===== src/rtl/debounce_edge_if.sv =====
// ---------------------------------------------------------------------------
// debounce_edge_if
//
// Groups the data-side signals of the debounce_edge stage so that the stage
// and whatever drives it share one bundle.
//
//   D        synchronized raw level (from the upstream 2-flop synchronizer)
//   CLR_CNT  synchronous clear of EVT_CNT
//   Q        debounced level
//   RISE     one-cycle pulse when Q goes 0->1
//   FALL     one-cycle pulse when Q goes 1->0
//   EVT_CNT  wrapping count of RISE pulses
//
// master: the side that drives D/CLR_CNT and observes the results.
// slave : the debounce stage itself.
// ---------------------------------------------------------------------------
interface debounce_edge_if #(
    parameter int EVT_WIDTH = 8
);
    logic                 D;
    logic                 CLR_CNT;
    logic                 Q;
    logic                 RISE;
    logic                 FALL;
    logic [EVT_WIDTH-1:0] EVT_CNT;

    modport master (
        output D,
        output CLR_CNT,
        input  Q,
        input  RISE,
        input  FALL,
        input  EVT_CNT
    );

    modport slave (
        input  D,
        input  CLR_CNT,
        output Q,
        output RISE,
        output FALL,
        output EVT_CNT
    );
endinterface


===== src/rtl/debounce_edge.sv =====
// ---------------------------------------------------------------------------
// debounce_edge
//
// Debounced level and edge-event stage for push-buttons and switches. The
// input D is already synchronized upstream; this block only qualifies it.
// A new level must be sampled on DEBOUNCE_CYCLES+1 consecutive edges before
// Q follows it. Each accepted change produces a single-cycle RISE or FALL
// pulse, and accepted rising edges are counted in a wrapping EVT_CNT.
//
// Ports:
//   CK   clock
//   RST  asynchronous, active-high reset
//   bus  debounce_edge_if.slave (D, CLR_CNT in; Q, RISE, FALL, EVT_CNT out)
//
// Parameters:
//   DEBOUNCE_CYCLES  stable cycles required after the first new-level sample
//                    (1 .. 2**CNT_WIDTH-1)
//   CNT_WIDTH        width of the stability counter
//   EVT_WIDTH        width of EVT_CNT (must match the interface)
// ---------------------------------------------------------------------------
module debounce_edge #(
    parameter int DEBOUNCE_CYCLES = 50000,
    parameter int CNT_WIDTH       = 16,
    parameter int EVT_WIDTH       = 8
) (
    input  logic           CK,
    input  logic           RST,
    debounce_edge_if.slave bus
);

    typedef enum logic [1:0] {
        STABLE_LO = 2'd0,
        WAIT_HI   = 2'd1,
        STABLE_HI = 2'd2,
        WAIT_LO   = 2'd3
    } state_t;

    // Counter value on the edge that completes qualification. The counter
    // restarts at 0 on the first new-level sample, so reaching this value
    // with the level still held means DEBOUNCE_CYCLES+1 samples in a row.
    localparam logic [CNT_WIDTH-1:0] CNT_LAST = CNT_WIDTH'(DEBOUNCE_CYCLES - 1);

    state_t               state_q, state_d;
    logic [CNT_WIDTH-1:0] cnt_q,   cnt_d;
    logic                 q_q,     q_d;
    logic                 rise_q,  rise_d;
    logic                 fall_q,  fall_d;
    logic [EVT_WIDTH-1:0] evt_cnt_q, evt_cnt_d;

    // Next-state logic. Pulses are computed here on the transition into a
    // stable state so that, once registered, they line up with the first
    // cycle Q shows the new level. Any sample at the old level while waiting
    // abandons the attempt without touching Q.
    always_comb begin
        state_d = state_q;
        cnt_d   = cnt_q;
        q_d     = q_q;
        rise_d  = 1'b0;
        fall_d  = 1'b0;

        case (state_q)
            STABLE_LO: begin
                q_d = 1'b0;
                if (bus.D) begin
                    state_d = WAIT_HI;
                    cnt_d   = '0;
                end
            end

            WAIT_HI: begin
                if (!bus.D) begin
                    state_d = STABLE_LO;
                    cnt_d   = '0;
                end else if (cnt_q == CNT_LAST) begin
                    state_d = STABLE_HI;
                    cnt_d   = '0;
                    q_d     = 1'b1;
                    rise_d  = 1'b1;
                end else begin
                    cnt_d = cnt_q + 1'b1;
                end
            end

            STABLE_HI: begin
                q_d = 1'b1;
                if (!bus.D) begin
                    state_d = WAIT_LO;
                    cnt_d   = '0;
                end
            end

            WAIT_LO: begin
                if (bus.D) begin
                    state_d = STABLE_HI;
                    cnt_d   = '0;
                end else if (cnt_q == CNT_LAST) begin
                    state_d = STABLE_LO;
                    cnt_d   = '0;
                    q_d     = 1'b0;
                    fall_d  = 1'b1;
                end else begin
                    cnt_d = cnt_q + 1'b1;
                end
            end

            default: begin
                state_d = STABLE_LO;
                cnt_d   = '0;
                q_d     = 1'b0;
            end
        endcase
    end

    // Event counter. A clear wins over a simultaneous increment, so a RISE
    // that coincides with CLR_CNT is not counted.
    always_comb begin
        evt_cnt_d = evt_cnt_q;
        if (bus.CLR_CNT) begin
            evt_cnt_d = '0;
        end else if (rise_d) begin
            evt_cnt_d = evt_cnt_q + 1'b1;
        end
    end

    // All state and outputs are registered; reset aborts any qualification
    // in progress and drops every output immediately.
    always_ff @(posedge CK or posedge RST) begin
        if (RST) begin
            state_q   <= STABLE_LO;
            cnt_q     <= '0;
            q_q       <= 1'b0;
            rise_q    <= 1'b0;
            fall_q    <= 1'b0;
            evt_cnt_q <= '0;
        end else begin
            state_q   <= state_d;
            cnt_q     <= cnt_d;
            q_q       <= q_d;
            rise_q    <= rise_d;
            fall_q    <= fall_d;
            evt_cnt_q <= evt_cnt_d;
        end
    end

    assign bus.Q       = q_q;
    assign bus.RISE    = rise_q;
    assign bus.FALL    = fall_q;
    assign bus.EVT_CNT = evt_cnt_q;

endmodule


===== src/flat_wrapper.sv =====
// flat-port wrapper written by rule: the top's interface ports become plain ports
module debounce_edge_flat 
#(
    parameter int DEBOUNCE_CYCLES = 50000,
    parameter int CNT_WIDTH       = 16,
    parameter int EVT_WIDTH       = 8
)
  (CK, RST, bus_D, bus_CLR_CNT, bus_Q, bus_RISE, bus_FALL, bus_EVT_CNT);
  debounce_edge_if #(.EVT_WIDTH(EVT_WIDTH)) bus_i ();
  input  logic CK;
  input  logic RST;
  input wire logic [$bits(bus_i.D)-1:0] bus_D;
  input wire logic [$bits(bus_i.CLR_CNT)-1:0] bus_CLR_CNT;
  output wire logic [$bits(bus_i.Q)-1:0] bus_Q;
  output wire logic [$bits(bus_i.RISE)-1:0] bus_RISE;
  output wire logic [$bits(bus_i.FALL)-1:0] bus_FALL;
  output wire logic [$bits(bus_i.EVT_CNT)-1:0] bus_EVT_CNT;
  assign bus_i.D = bus_D;
  assign bus_i.CLR_CNT = bus_CLR_CNT;
  assign bus_Q = bus_i.Q;
  assign bus_RISE = bus_i.RISE;
  assign bus_FALL = bus_i.FALL;
  assign bus_EVT_CNT = bus_i.EVT_CNT;
  debounce_edge #(.DEBOUNCE_CYCLES(DEBOUNCE_CYCLES), .CNT_WIDTH(CNT_WIDTH), .EVT_WIDTH(EVT_WIDTH)) u_core (.CK(CK), .RST(RST), .bus(bus_i));
endmodule

===== config.mk =====
export PLATFORM = sky130hd
export DESIGN_NAME = debounce_edge_flat
export DESIGN_NICKNAME = d
export VERILOG_FILES = /design/src/rtl/debounce_edge_if.sv /design/src/rtl/debounce_edge.sv /design/src/flat_wrapper.sv
export SDC_FILE = /design/constraint.sdc
export NUM_CORES = 1
export LEC_CHECK = 0
export ABC_CLOCK_PERIOD_IN_PS = 1500
export CORE_UTILIZATION = 48
export CTS_BUF_LIST = sky130_fd_sc_hd__clkbuf_16
export DETAILED_ROUTE_END_ITERATION = 8
export GPL_ROUTABILITY_DRIVEN = 0
export HOLD_SLACK_MARGIN = 0.15
export PLACE_DENSITY_LB_ADDON = 0.1
export SLEW_MARGIN = 20
export SYNTH_ARGS = -nofsm -noshare
export SYNTH_HDL_FRONTEND = slang
export SYNTH_SLANG_ARGS = --single-unit

===== constraint.sdc =====
create_clock -name CK -period 1.5 [get_ports CK]
set_input_delay 0.225 -clock CK [delete_from_list [all_inputs] [get_ports CK]]
set_output_delay 0.225 -clock CK [all_outputs]
set_load 0.05 [all_outputs]

==> results of run 1 <==
[final cells by class]
type | count | area [sq um]
Clock buffer | 5 | 125.1
Clock inverter | 3 | 11.26
Fill cell | 209 | 640.6
Inverter | 5 | 18.77
Multi-Input combinational cell | 123 | 1007
Sequential cell | 29 | 730.7
Tap cell | 44 | 55.05
Timing Repair Buffer | 53 | 514.2
[power groups by stage]
| stage | clock [uW] | combinational (uW) | sequential [uW] |
|---|---|---|---|
| finish | 935 | 1340 | 905 |
| floorplan | 0 | 507 | 961 |
| CTS | 946 | 1180 | 905 |
| detailed placement | 0 | 881 | 917 |
| global route | 984 | 1430 | 918 |
| global placement | 0 | 841 | 909 |
[cells by family (layout without fill, tap and decap cells)]
logic type / Yosys count / count (layout) / share of synthesized area (%)
AND/OR/NAND/NOR: 83 / 83 / 29.18
flip-flops: 29 / 29 / 45.14
XOR/XNOR: 19 / 19 / 10.35
buffers and inverters: 12 / 66 / 3.891
AO/OA/AOI/OAI: 11 / 11 / 4.124
adder cells (fa/ha/maj): 6 / 6 / 4.669
multiplexers: 4 / 4 / 2.646
[per-layer routing]
metal	share of wire [%]	vias up
met3	3.1	11
met1	40	705
li1	-	669
met4	2.4	0
met2	54	24
met5	0	-
[cells in the final DEF, fill, tap and decap left out, drive strengths merged, types with 7 or more instances in the layout]
master and n:
buf 50, dfrtp 29, nor2 28, nand2 16, nand4 12, xor2 11
nand3 8, xnor2 8, inv 7
[worst max-delay path: stages, from the launching register on]
cell,delay (ns)
dfrtp_1,0.40
nor4b_4,0.32
nand4_1,0.15
buf_6,0.17
buf_4,0.14
nor3_2,0.18
xnor2_1,0.14
nor2_1,0.05
[registers in the layout, summed over array words and instances, names as in the netlist, named ones only]
register and flops:
u_core.cnt_q 16, u_core.bus.EVT_CNT 8, u_core.state_q 1, u_core.bus.Q 1
u_core.bus.RISE 1, u_core.bus.FALL 1
[timing repair]
action,4_1_cts,5_1_grt
cloned,1,0
resized for setup,28,23
buffers inserted,2,2
pin swaps,16,2
hold buffers,0,0
endpoints found under the setup margin,26,27
hold endpoints to repair,0,0
[worst max-delay path by stage]
stage,to,cells past startpoint,slack [ns],startpoint
finish,u_core.bus.EVT_CNT[3],7,-0.17,u_core.cnt_q[13]
global route,u_core.bus.EVT_CNT[4],7,-0.29,u_core.cnt_q[13]
CTS,u_core.bus.Q,6,-0.23,u_core.cnt_q[5]
detailed placement,u_core.cnt_q[12],6,-0.43,bus_D
global placement,u_core.cnt_q[12],6,-0.36,bus_D
floorplan,u_core.bus.Q,7,-0.1,u_core.cnt_q[7]
[stage by stage]
stage | utilization, % | setup WS, ns
2_1_floorplan | - | -0.09654
3_3_place_gp | 67.82 | -0.3647
3_5_place_dp | 67.82 | -0.4289
4_1_cts | 75.97 | -0.2277
5_1_grt | 79.35 | -0.2910
6_report | 79.35 | -0.1739
==> impl_results.md, run 1 <==
- CTS clk-pin slew, worst paths: 0.05 ns
- Ant diodes: 0
- Fin area: 0.002462 sq mm
- NetSw: 1127 uW
- Top_reg_cell synth: dfrtp_1
- Cell Area, Placed: 0.002105 sq mm
- Skew-Pair Late Insertion Delay: 0.28 ns
- Share of post-route cells with drive strength above 1: 47.71%
- Required @ worst endpoint: 1.66 ns
- Internal Power: 2048 uW
- Startpoint type of the worst setup path: register
- Cells after Synth: 164
- Syn Nets: 174
- Die Y: 59.88 um
- Post-detail-place hpwl: 2658 um
- Worst slew margin: 74.95%
- Worst-case clock buffer depth: 2
- Area leader, netlist: dfrtp_1
- Row count: 20
- Critical path type: reg -> reg
- FF-to-FF setup slack: -0.17 ns
- Yosys top cell area share: 45.14%
- Vias per inst: 5.378
- Crit path max fanout: 10
- Most frequent cell after synthesis: dfrtp_1
- Reg2Reg Capture Point: u_core.bus.EVT_CNT[3]
- Max IR drop VDD: 0.0007445 V
- Vias: 1409
- Top cells by count, synth: dfrtp_1 (29), nor2_1 (26), nand2_1 (16)
- Initial Utilization: 51.81%
- Met1 Usage GRT: 30.96%
- Clock Tree Root: clkbuf_16
- Initial antenna violation count: 0
- DRC errors left: 0
- Combinational share of power: 42.1%
- PD cells: 1290 mW/mm^2
- Final hold slack: 0.3237 ns
- Least-Margin Pin Slew: 0.3758 ns
- Post-Syn Area: 0.001608 sq mm
- Fin Clk Skew: 0.008794 ns
- Worst R2R Path Depth: 7
- Sequential Power Share: 28.5%
- Max Fclk: 597.4 MHz
- CTS tree: built
- TritonCTS Sinks: 29
- CP Capture Type: register
- Power share of the clock group: 29.4%
- Number of global-route vias before repair: 1493
- Wire per inst: 15.80 um
- Top Usage Layer GRT: met2
- # IOs: 15
- Final WS setup: -0.1739 ns
- Placeable Area: 0.003103 sq mm
- Mean Syn Cell Area: 9.804 sq um
- Status: finished with violations
- WP data arrival: 1.83 ns
- Ys Warns: 0
- Global-route wire length before repair: 6934 um
- Tcrit/Tclk final: 111.6%
- Chip Width: 59.88 um
- Total Wirelength: 4139 um
- RSZ-0062 raised after global routing: true
- Post-synthesis sequential area ratio: 45.14%
- Total Routing Usage GR: 27.22%
- Met2 usage: 47.30%
- Post-synth ARST share: 100.0%
- Fin crit period: 1.674 ns
- Static Leakage: 0.001083 uW
- Final setup TNS: -3.395 ns
- Placed Instances: 249
- Failing checks: negative setup slack
- Area Overhead vs Synth: 53.15%
- Total power: 3176 uW
- Hold crit path type: in -> async
- R2R Path Start: u_core.cnt_q[13]
- Setup-failing EPs final: 25
- #FFs+latches synth: 29
- Yosys cell types: 36
- Initial drt markers: 64
- Post-synth EDFFs: 0
- Max-slew violation count: 0
- Die area: 0.003585 sq mm
- Final #Nets: 227
- Grt total ovfl: 0
- Switching Fraction: 35.49%
- # port buffers: 14
- Routed Antenna Nets: 0
- Maxcap violations: 0
- Final instance count without filler cells: 262
- Met3 usage: 8.009%
- Drt pass-1 iters: 5
- Largest net degree at the start of global routing: 30
- CTS buffer count: 5
- Area contributors post-synth: dfrtp_1 (45%), nor2_1 (6.1%), xor2_1 (6.0%)
- Final Hold Vio Count: 0
- H-tree Lvls: 2
(Power assumes the default switching activity.)
==> run 2, diff against run 1 <==
--- a/config.mk
+++ b/config.mk
@@ -5,12 +5,13 @@
 export SDC_FILE = /design/constraint.sdc
 export NUM_CORES = 1
 export LEC_CHECK = 0
-export ABC_CLOCK_PERIOD_IN_PS = 1500
+export ABC_CLOCK_PERIOD_IN_PS = 1600
 export CORE_UTILIZATION = 48
 export CTS_BUF_LIST = sky130_fd_sc_hd__clkbuf_16
 export DETAILED_ROUTE_END_ITERATION = 8
 export GPL_ROUTABILITY_DRIVEN = 0
 export HOLD_SLACK_MARGIN = 0.15
+export MAX_ROUTING_LAYER = met4
 export PLACE_DENSITY_LB_ADDON = 0.1
 export SLEW_MARGIN = 20
 export SYNTH_ARGS = -nofsm -noshare
==> constraint.sdc (replaced) <==
create_clock -name CK -period 1.6 [get_ports CK]
set_input_delay 0.24 -clock CK [delete_from_list [all_inputs] [get_ports CK]]
set_output_delay 0.24 -clock CK [all_outputs]
set_load 0.05 [all_outputs]
==> impl_results.md, run 2 (synthesis gave the netlist of run 1 again) <==
- Clock Tree Root: clkbuf_16
- Most flop-heavy register: u_core.cnt_q
- Chip Width: 59.88 um (unchanged)
- Most frequent cells in the layout: buf_4 (40), dfrtp_1 (27), nor2_1 (14)
- Dpl ws: -0.2501 ns (+0.1788 ns)
- Worst-case clock buffer depth: 2 (unchanged)
- Skew-Pair Late Insertion Delay: 0.27 ns (about the same)
- DRC errors left: 0 (unchanged)
- Total Routing Usage GR: 23.99% (-3.2 points)
- Failing checks: negative setup slack
- Max IR drop VDD: 0.001106 V (+49%)
- Largest net degree at the start of global routing: 30 (unchanged)
- H-tree Lvls: 2 (unchanged)
- Initial Utilization: 51.81% (unchanged)
- TritonCTS Sinks: 29 (unchanged)
- Worst slew margin: 75.74% (+0.79 points)
- Share of post-route cells with drive strength above 1: 46.05% (-1.7 points)
- Startpoint type of the worst setup path: register
- Area Overhead vs Synth: 48.64%
- CTS clk-pin slew, worst paths: 0.05 ns (about the same)
- Final core utilization: 77.02% (-2.3 points)
- Hold crit path type: in -> async
- Placeable Area: 0.003103 sq mm (unchanged)
- PD cells: 1229 mW/mm^2 (-4.7%)
- Max stage delay on crit path: 0.40 ns (about the same)
- Die Y: 59.88 um (unchanged)
- Reg area: 728.2 sq um (-0.34%)
- Commonest non-fill, non-tap cell in the layout: buf_4
- Total Wirelength: 3810 um (-7.9%)
- Static Leakage: 0.001060 uW (-2.1%)
- CP max-delay cell: dfrtp_1
- Worst path top cell family by delay: simple AND/OR/NAND/NOR gates
- Total power: 2937 uW (-7.5%)
- Initial antenna violation count: 0 (unchanged)
- Die area: 0.003585 sq mm (unchanged)
- Final WS setup: -0.09315 ns (+0.08079 ns)
- CP Capture Type: register
- Fill count: 233 (+11%)
- Critical path type: reg -> reg
- Grt total ovfl: 0 (unchanged)
- Max-slew violation count: 0 (unchanged)
- CTS buffer count: 5 (unchanged)
- Max FFs per register: 16 (unchanged)
- # port buffers: 14 (unchanged)
- Maxcap violations: 0 (unchanged)
- Initial drt markers: 59 (-7.8%)
- Crit path max fanout: 7 (-3)
- RSZ-0062 raised after global routing: true
- Drt pass-1 iters: 6 (+1)
- Vias per inst: 5.247 (-2.4%)
- Number of global-route vias before repair: 1334 (-11%)
- Tcrit/Tclk final: 105.8% (-5.8 points)
- Final Hold Vio Count: 0 (unchanged)
- CTS tree: built
- Vias: 1359 (-3.5%)
- Row count: 20 (unchanged)
- Area occupied by multi-input gates: 0.001013 sq mm (+0.62%)
- Ant diodes: 0 (unchanged)
- Fin crit period: 1.693 ns (+0.01921 ns)
- Routed Antenna Nets: 0 (unchanged)
- Fin Clk Skew: 0.003052 ns (-0.005742 ns)
- Required @ worst endpoint: 1.75 ns (+0.09 ns)
- Final #Nets: 224 (-1.3%)
- # IOs: 15 (unchanged)
- Post-detail-place hpwl: 2573 um (-3.2%)
- Crit-path cells: nor4b_4 -> nand4_1 -> buf_6 -> o21ai_1 -> nand2_1 -> mux2_1
- Status: finished with violations
- Max Fclk: 590.6 MHz (-1.1%)
- Global-route wire length before repair: 6023 um (-13%)
- Least-Margin Pin Slew: 0.3640 ns (-0.01179 ns)
- Critical path buffers and inverters: 1 (-1)
- WP data arrival: 1.84 ns (about the same)
- Wire per inst: 14.71 um (-6.9%)
- Setup-failing EPs final: 21 (-16%)
[run 2: changes by cell type in the layout (fill, tap and decap cells not counted), moves of 2 or more]
cell / previous run / this run
o21ai_1: 4 / 2
inv_1: 5 / 3
dfrtp_2: 4 / 2
dfrtp_1: 25 / 27
buf_12: 7 / 2
[run 2: worst paths after layout]
| kind | slack [ns] | from | end | cells after the start |
|---|---|---|---|---|
| setup / recovery | -0.09 | u_core.cnt_q[13] | u_core.bus.Q | 6 |
| hold reg to reg | 0.50 | u_core.bus.Q | u_core.bus.Q | 1 |
| min in group CK | 0.50 | u_core.bus.Q | u_core.bus.Q | 1 |
| setup reg to reg | -0.09 | u_core.cnt_q[13] | u_core.bus.Q | 6 |
| max in group asynchronous | 0.97 | RST | u_core.cnt_q[7] | 3 |
| hold / removal | 0.34 | RST | u_core.bus.RISE | 3 |
[run 2: layout make-up]
class / count / share of cell area [%]
flip-flops and latches: 29 / 30.47
multi-input cells: 123 / 42.41
clock buffers: 5 / 5.236
well taps: 44 / 2.304
repair buffers: 50 / 18.27
clock inverters: 3 / 0.5236
inverters: 5 / 0.7853
[run 2: metrics by stage]
stage / area (sq um) / setup TNS (ns) / cells / hold slack [ns]
CTS: 2206 / -1.136 / 254 / 0.3594
floorplan: 1619 / 0 / 164 / 0.3180
finish: 2390 / -0.4955 / 259 / 0.3437
detailed placement: 2001 / -4.587 / 246 / 0.4872
global placement: 2001 / -4.006 / 246 / 0.4770
global route: 2390 / -2.595 / 259 / 0.4077
[run 2: metal layers]
metal / part of all wire [%] / track usage, % / wire, um
met5: 0 / - / 0
met4: 2.1 / 7.973 / 80
met3: 2.9 / 4.762 / 111
met2: 51 / 36.98 / 1947
met1: 44 / 31.67 / 1670
[run 2: where the power goes]
group | leakage (uW) | total (uW) | internal [uW] | switching, uW
combinational | 0.000598 | 1220 | 558 | 662
sequential | 0.000393 | 845 | 799 | 45.8
clock | 0.0000687 | 873 | 560 | 312
total | 0.00106 | 2940 | 1920 | 1020
[run 2: worst register-to-register path: cells and delay by family, from the launching register on]
kind / cells / cell delay (ns)
flops: 1 / 0.40
simple gates: 3 / 0.56
buf+inv: 1 / 0.17
compound gates: 1 / 0.13
mux: 1 / 0.31
[run 2: timing repair]
| item | CTS | global route |
|---|---|---|
| setup endpoints to repair | 24 | 27 |
| pin swaps | 9 | 17 |
| setup buffers | 0 | 5 |
| gates resized for setup | 15 | 42 |
| hold buffers | 0 | 0 |
| endpoints found under the hold margin | 0 | 0 |
